**src/rtl/freq_ratio_calc.sv**
```systemverilog
// Turns the meter's (refCounter, sigCounter) gate pair into an integer frequency in Hz.
// Captures a coherent pair, multiplies by REF_FREQ_HZ, then restoring-divides by refCount.
module freq_ratio_calc #(
    parameter logic [31:0] REF_FREQ_HZ   = 32'd100_000_000,
    parameter int unsigned SETTLE_CYCLES = 8,
    parameter int unsigned MAX_RETRY     = 4
) (
    input  logic        sysClk,
    input  logic        sysRst,
    input  logic [63:0] refCounter,
    input  logic [63:0] sigCounter,
    output logic [63:0] freqHz,
    output logic        freqValid,
    output logic        busy,
    output logic        divZero,
    output logic        sampleFail,
    output logic        saturated
);

    localparam int unsigned CNT_W   = 64;
    localparam int unsigned NUM_W   = 96;
    localparam int unsigned BIT_W   = 7;
    localparam int unsigned SET_W   = 8;
    localparam int unsigned RETRY_W = 8;

    typedef enum logic [2:0] {
        S_IDLE   = 3'd0,
        S_SETTLE = 3'd1,
        S_SAMP1  = 3'd2,
        S_SAMP2  = 3'd3,
        S_MUL    = 3'd4,
        S_DIV    = 3'd5,
        S_DONE   = 3'd6
    } state_t;

    state_t             r_state;
    logic [CNT_W-1:0]   r_lastRef;
    logic [CNT_W-1:0]   r_refCap;
    logic [CNT_W-1:0]   r_sigCap;
    logic [CNT_W-1:0]   r_s1;
    logic [SET_W-1:0]   r_settle;
    logic [RETRY_W-1:0] r_retry;
    logic [NUM_W-1:0]   r_num;
    logic [NUM_W-1:0]   r_quot;
    logic [CNT_W-1:0]   r_rem;
    logic [BIT_W-1:0]   r_bit;
    logic [CNT_W-1:0]   r_freqHz;
    logic               r_freqValid;
    logic               r_divZero;
    logic               r_sampleFail;
    logic               r_saturated;

    // One restoring-division step: shift in the next numerator bit, trial-subtract the divisor.
    logic [CNT_W:0]     w_trial;
    logic               w_ge;
    logic [CNT_W-1:0]   w_diff;

    assign w_trial = {r_rem, r_num[r_bit]};
    assign w_ge    = (w_trial >= {1'b0, r_refCap});
    assign w_diff  = CNT_W'(w_trial - {1'b0, r_refCap});

    always_ff @(posedge sysClk or posedge sysRst) begin
        if (sysRst) begin
            r_state      <= S_IDLE;
            r_lastRef    <= '0;
            r_refCap     <= '0;
            r_sigCap     <= '0;
            r_s1         <= '0;
            r_settle     <= '0;
            r_retry      <= '0;
            r_num        <= '0;
            r_quot       <= '0;
            r_rem        <= '0;
            r_bit        <= '0;
            r_freqHz     <= '0;
            r_freqValid  <= 1'b0;
            r_divZero    <= 1'b0;
            r_sampleFail <= 1'b0;
            r_saturated  <= 1'b0;
        end else begin
            r_freqValid  <= 1'b0;
            r_sampleFail <= 1'b0;
            case (r_state)
                S_IDLE: begin
                    if (refCounter != r_lastRef) begin
                        r_lastRef <= refCounter;
                        r_refCap  <= refCounter;
                        r_settle  <= SET_W'(SETTLE_CYCLES - 1);
                        r_state   <= S_SETTLE;
                    end
                end
                S_SETTLE: begin
                    if (r_settle == '0) r_state <= S_SAMP1;
                    else                r_settle <= r_settle - SET_W'(1);
                end
                S_SAMP1: begin
                    r_s1    <= sigCounter;
                    r_state <= S_SAMP2;
                end
                // Two equal back-to-back samples are the only coherence guarantee for sigCounter.
                S_SAMP2: begin
                    if (sigCounter == r_s1) begin
                        r_sigCap <= r_s1;
                        r_retry  <= '0;
                        if (r_refCap == '0) begin
                            r_divZero <= 1'b1;
                            r_state   <= S_IDLE;
                        end else begin
                            r_state   <= S_MUL;
                        end
                    end else if (r_retry == RETRY_W'(MAX_RETRY - 1)) begin
                        r_sampleFail <= 1'b1;
                        r_retry      <= '0;
                        r_state      <= S_IDLE;
                    end else begin
                        r_retry <= r_retry + RETRY_W'(1);
                        r_state <= S_SAMP1;
                    end
                end
                S_MUL: begin
                    r_num   <= NUM_W'(r_sigCap) * NUM_W'(REF_FREQ_HZ);
                    r_rem   <= '0;
                    r_bit   <= BIT_W'(NUM_W - 1);
                    r_state <= S_DIV;
                end
                S_DIV: begin
                    r_rem  <= w_ge ? w_diff : w_trial[CNT_W-1:0];
                    r_quot <= {r_quot[NUM_W-2:0], w_ge};
                    if (r_bit == '0) r_state <= S_DONE;
                    else             r_bit   <= r_bit - BIT_W'(1);
                end
                S_DONE: begin
                    if (r_quot[NUM_W-1:CNT_W] != '0) begin
                        r_freqHz    <= '1;
                        r_saturated <= 1'b1;
                    end else begin
                        r_freqHz    <= r_quot[CNT_W-1:0];
                        r_saturated <= 1'b0;
                    end
                    r_freqValid <= 1'b1;
                    r_divZero   <= 1'b0;
                    r_state     <= S_IDLE;
                end
                default: r_state <= S_IDLE;
            endcase
        end
    end

    assign freqHz     = r_freqHz;
    assign freqValid  = r_freqValid;
    assign busy       = (r_state != S_IDLE);
    assign divZero    = r_divZero;
    assign sampleFail = r_sampleFail;
    assign saturated  = r_saturated;

endmodule

```
**config.mk**
```make
export PLATFORM = sky130hd
export DESIGN_NAME = freq_ratio_calc
export DESIGN_NICKNAME = d
export VERILOG_FILES = /design/src/rtl/freq_ratio_calc.sv
export SDC_FILE = /design/constraint.sdc
export NUM_CORES = 2
export LEC_CHECK = 0
export CORE_ASPECT_RATIO = 1.2
export CORE_MARGIN = 2
export CORE_UTILIZATION = 41
export DETAILED_ROUTE_END_ITERATION = 10
export MAX_ROUTING_LAYER = met4
export PLACE_DENSITY_LB_ADDON = 0.08
export SLEW_MARGIN = 20
export SYNTH_ARGS = -nofsm -noshare
export SYNTH_HDL_FRONTEND = slang
export SYNTH_SLANG_ARGS = --single-unit
```
**constraint.sdc**
```tcl
create_clock -name sysClk -period 16.65 [get_ports sysClk]
set_input_delay 2.4975 -clock sysClk [delete_from_list [all_inputs] [get_ports sysClk]]
set_output_delay 2.4975 -clock sysClk [all_outputs]
set_load 0.01 [all_outputs]
```
# Word-level counts from Yosys, hierarchy flattened
# Cells that the tools add are included.
[op_classes]
n_addsub = 4
n_mul = 1
n_lt_le_gt_ge = 2
n_eq_ne = 16
muxes = 27
n_reduce_logical = 15
[ops]
columns = ["op", "count"]
rows = [
  ["64-bit 2-to-1 mux", 2],
  ["64-bit case mux with 2 select lines", 1],
  ["64-bit by 19-bit multiplier with 83-bit output, second input constant", 1],
  ["65-bit by 64-bit >= comparator with 1-bit output", 1],
  ["64-bit == test", 1],
  ["64-bit zero test", 1],
  ["64-bit != test", 1],
  ["64-bit subtractor", 1],
  ["8-bit 2-to-1 mux", 4],
  ["32-bit nonzero test", 1],
  ["3-bit case mux with 6 select lines", 1],
  ["8-bit case mux with 2 select lines", 1],
  ["3-bit 2-to-1 mux", 5],
  ["2-bit != test, second input constant", 7],
  ["7-bit case mux with 2 select lines", 1],
  ["3-bit == test, second input constant", 3],
  ["3-bit AND reduction", 3],
  ["8-bit by 1-bit adder with 8-bit output, second input constant", 1],
  ["8-bit by 2-bit == test with 1-bit output, second input constant", 1],
  ["8-bit zero test", 1],
  ["7-bit by 8-bit less-than comparator with 1-bit output, second input constant", 1],
  ["1-bit 2-to-1 mux", 8],
  ["8-bit by 1-bit subtractor with 8-bit output, second input constant", 1],
  ["1-bit binary-select mux with 7-bit select", 1],
  ["other kinds (11)", 16],
]
[word_totals]
regBits = 529
output_inout_bits = 69
wordCells = 80

# Longest topological paths before layout
[logic_depth]
word_depth = 5
mapped_depth = 25

# Worst setup path after synthesis
# Ideal clock, no wire load.
[synth_timing]
kind = "register to register"
from = "reg r_sigCap[10]"
to = "reg r_num[87]"
setup_time_ps = 132
arrival_ps = 6294
required_time_ps = 16518
slack_ps = 10224
stages_incl_launch_ff = 23
n_path_buf = 0
cell_sequence = "dfrtp_1 inv_1 fa_1 fa_1 inv_1 fa_1 fa_1 fa_1 inv_1 fa_1 inv_1 ha_1 a21o_1 a21o_1 a2111oi_1 nor3_1 a21oi_2 o41ai_4 a21o_1 a311o_2 nand4b_1 nor3_1 or3b_1"
[synth_via]
elab_chain_cells = 1
[synth_lines]
columns = ["item", "line_no", "rtl"]
rows = [
  ["from (decl)", "39", "logic [CNT_W-1:0] r_sigCap;"],
  ["from (signal assigned)", "103", "r_sigCap <= r_s1;"],
  ["64-bit by 19-bit multiplier with 83-bit output", "121", "r_num <= NUM_W'(r_sigCap) * NUM_W'(REF_FREQ_HZ);"],
  ["to (signal assigned)", "121", ""],
  ["to (decl)", "43", "logic [NUM_W-1:0] r_num;"],
]
# Every way passes these cells.
# A chain may end at the register's enable or synchronous reset.

# Worst setup path after layout
[layout_timing]
from = "reg r_sigCap[3]"
to = "reg r_num[82]"
# Same word-level chain as after synthesis.

==> metrics.csv <==
stage,metric,value,unit
outcome,run status,"finished, final reports clean",
run,max cap viols,0,
global_routing,total track usage,24.3,%
layout,FF+latch area,13200,um^2
floorplan,Initial Util,41.2,%
placement,Port Buffers,198,
layout,Finished Cell Area,54800,um^2
worst_setup_path,crit start category,flip-flop,
routing,drt via density,5.22,
layout,Final Net Count,6187,
logic_synthesis,"FF+latch count, synth",529,
routing,Post-Route M1 WL,59000,um
placement,dpl cell area,52600,um^2
routing,drt pass-1 iters,5,
timing,Slew HR,30.3,%
routing,Via Count,34656,
timing,# setup viols final,0,
clocking,Sink Count,529,
clocking,clock-pin slew on the worst setup and hold paths,0.06,ns
worst_setup_path,critical-path cell list,"inv_1, fa_1, inv_1, ha_1, fa_1, fa_1, fa_1, inv_1, fa_1, inv_1, ha_1, and3_1, and2_1, nor3_1, nor3_1, o2111a_1, o31ai_1, o221ai_1, nor3_1, xor2_1, o21ai_0",
routing,metal3 WL,4310,um
layout,"commonest non-fill, non-tap cell in the layout",inv_1,
timing,final slew viol count,0,
global_routing,largest net degree at the start of global routing,161,
floorplan,Die Span Y,383,um
floorplan,die area,122000,um^2
layout,Area Growth Syn to Fin,11.7,%
logic_synthesis,Area contributors post-synth,"dfrtp_1 27%, fa_1 23%, ha_1 12%",
logic_synthesis,Cell variety after synth,90,
clocking,Num CTS Buffers,66,
routing,First DRT Iteration DRCs,1771,
placement,DP Worst Slack,9.28,ns
routing,drt drc,0,
placement,placed insts,6517,
floorplan,Top Ports,199,
timing,setup_tns,0,ns
clocking,CTS max path bufs,3,
floorplan,Core Box Area,119000,um^2
power_and_ir_drop,PD cells,54.9,nW/um^2
layout,fillers,11514,
routing,routed wl met2,73700,um
timing,fin crit share,44.1,%
worst_setup_path,WS Path Type,flip-flop to flip-flop,
logic_synthesis,syn_nets,6065,
global_routing,initial antenna violation count,2,
worst_setup_path,critical path peak fanout,8,
timing,RSZ-0062 raised after global routing,false,
power_and_ir_drop,Pwr Total,3.01,mW
clocking,worst-skew pair later-pin latency,0.68,ns
layout,ANT cells,0,
logic_synthesis,sequential share of the synthesized area,27.0,%
clocking,setup bufs post-CTS,0,
worst_setup_path,Top Family by Delay on Critical Path,adder cells,
logic_synthesis,asr flop ratio synth,100,%
clocking,Resize count post-CTS,0,
worst_setup_path,critical path buffer and inverter count,4,
floorplan,die width,320,um
worst_setup_path,Worst path slowest cell,fa_1,
timing,Worst-Margin Slew,1.05,ns
layout,area occupied by multi-input gates,32400,um^2
floorplan,row count,139,
timing,Final WS setup,9.30,ns
worst_setup_path,Worst Setup End Kind,flip-flop,
timing,Hold WS,0.466,ns
power_and_ir_drop,Peak VDD IR,0.0708,mV
worst_setup_path,CP max stage delay,0.59,ns
worst_setup_path,"most used cell, CP",fa_1,
layout,"commonest non-fill, non-tap cells in the layout","741 x inv_1, 632 x nand2_1, 563 x fa_1",
clocking,CTS tree,built,
routing,average wire per standard cell,21.4,um
placement,RePlAce Congestion,0.921,
global_routing,total global routing overflow,0,
timing,Final Hold Vio Count,0,
logic_synthesis,Synth area leader,dfrtp_1,
layout,fin cells,6634,
clocking,Root Driver,clkbuf_16,
clocking,CTS H-tree lvls,3,
global_routing,vias in the first global route,36823,
layout,Finished Core Util,46.0,%
logic_synthesis,Post-synth EDFFs,0,
hold_path,Hold WC Path Type,flip-flop to flip-flop,
timing,Worst Skew,0.0500,ns
logic_synthesis,Synth top area share,27.0,%
clocking,CTS Hold Bufs,0,
layout,layout cell share with drive strength beyond 1,6.32,%
logic_synthesis,Main synth FF type,dfrtp_1,
logic_synthesis,syn avg cell area,9.98,um^2
global_routing,first-pass GRT wire length,221000,um
routing,final WL,142000,um
timing,fin crit period,7.35,ns
placement,DP HPWL,115000,um
power_and_ir_drop,Pleak,26.4,nW
logic_synthesis,"Cell Area, Synth",49000,um^2
routing,top layer in use,met4,
worst_setup_path,CP arrival,7.83,ns
routing,Detail Route Antenna Nets,0,
worst_setup_path,Critical Path RT,17.14,ns
timing,Max Clock Freq,136,MHz
logic_synthesis,Ys Warns,0,
logic_synthesis,Cells after Synth,4912,
## power breakdown
group | switching [mW] | total, mW | leakage [nW] | internal [mW]
logic | 0.0975 | 0.173 | 18.5 | 0.0756
registers | 0.0298 | 1.33 | 6.74 | 1.30
clock network | 0.633 | 1.50 | 1.08 | 0.869
total | 0.761 | 3.01 | 26.4 | 2.25
## cell families (layout without fill, tap and decap cells)
logic type	count (synthesis)	after routing	share of synthesized area, %
and+or+nand+nor	1076	1076	9.78
adders and majority gates	1023	1023	34.7
buffers and inverters	910	1081	7.03
AOI/OAI and AO/OA	888	888	11.6
DFF	529	529	27.0
xor gates and xnor gates	312	312	5.57
muxes	174	174	4.33
## registers in the layout, indices dropped and copies added (netlist names)
name	flops
r_sigCap	64
sampleFail	1
r_s1	64
r_rem	64
r_state	3
r_bit	7
r_num	83
r_retry	8
saturated	1
r_quot	96
freqValid	1
freqHz	64
r_settle	8
r_refCap	64
divZero	1
## layout make-up
type,count,share of cell area (%)
inverter,743,5.10
timing repair buffer,221,3.98
clock inverter,27,0.676
tap,1551,3.54
multi-input combinational,3473,59.2
clock buffer,90,3.38
sequential,529,24.2
## worst reg2reg max path, cell delays in order, from the launching register on
cell and delay, ns:
dfrtp_1 0.57, inv_1 0.23, fa_1 0.59, inv_1 0.05
ha_1 0.30, fa_1 0.51, fa_1 0.53, fa_1 0.55
inv_1 0.06, fa_1 0.54, inv_1 0.04, ha_1 0.37
and3_1 0.23, and2_1 0.16, nor3_1 0.45, nor3_1 0.18
o2111a_1 0.31, o31ai_1 0.54, o221ai_1 0.30, nor3_1 0.37
xor2_1 0.20, o21ai_0 0.09
## layer usage
metal | GRT usage, % | vias up
li1 | - | 16497
met1 | 29.0 | 17468
met2 | 42.8 | 519
met3 | 2.52 | 172
met4 | 8.56 | 0
met5 | - | -
## final timing paths
| kind | to | slack [ns] | depth (start not counted) | from |
|---|---|---|---|---|
| setup / recovery | r_num[82]$_DFFE_PP0P_ | 9.30 | 21 | r_sigCap[3]$_DFFE_PP0P_ |
| hold / removal | r_settle[0]$_DFFE_PP0P_ | 0.47 | 1 | r_settle[0]$_DFFE_PP0P_ |
| setup reg to reg | r_num[82]$_DFFE_PP0P_ | 9.30 | 21 | r_sigCap[3]$_DFFE_PP0P_ |
| hold reg to reg | r_settle[0]$_DFFE_PP0P_ | 0.47 | 1 | r_settle[0]$_DFFE_PP0P_ |
| max in group asynchronous | r_sigCap[14]$_DFFE_PP0P_ | 11.47 | 6 | sysRst |
| min in group asynchronous | r_sigCap[43]$_DFFE_PP0P_ | 2.34 | 3 | sysRst |
## cell usage after synthesis, types with 9 or more instances
cell	n
nor2_1	130
buf_1	11
o21ai_1	14
nor3_1	37
and2_1	11
nor4_1	41
fa_1	563
a21oi_1	215
o21ai_0	272
o31ai_1	14
clkbuf_1	139
a31oi_1	22
o21a_1	9
a21o_1	120
a32oi_1	16
ha_1	460
o211ai_1	13
xor2_1	97
mux2_2	135
a211oi_1	14
nand4_1	77
nand2_1	633
nand2b_1	19
and3_1	20
mux4_2	17
nand3_1	38
xnor2_1	215
o21bai_1	33
inv_1	742
o22a_1	64
a221oi_1	11
buf_2	14
mux2i_1	22
dfrtp_1	529
nor2b_1	24
Note: power is estimated with default switching activity, not from simulation.
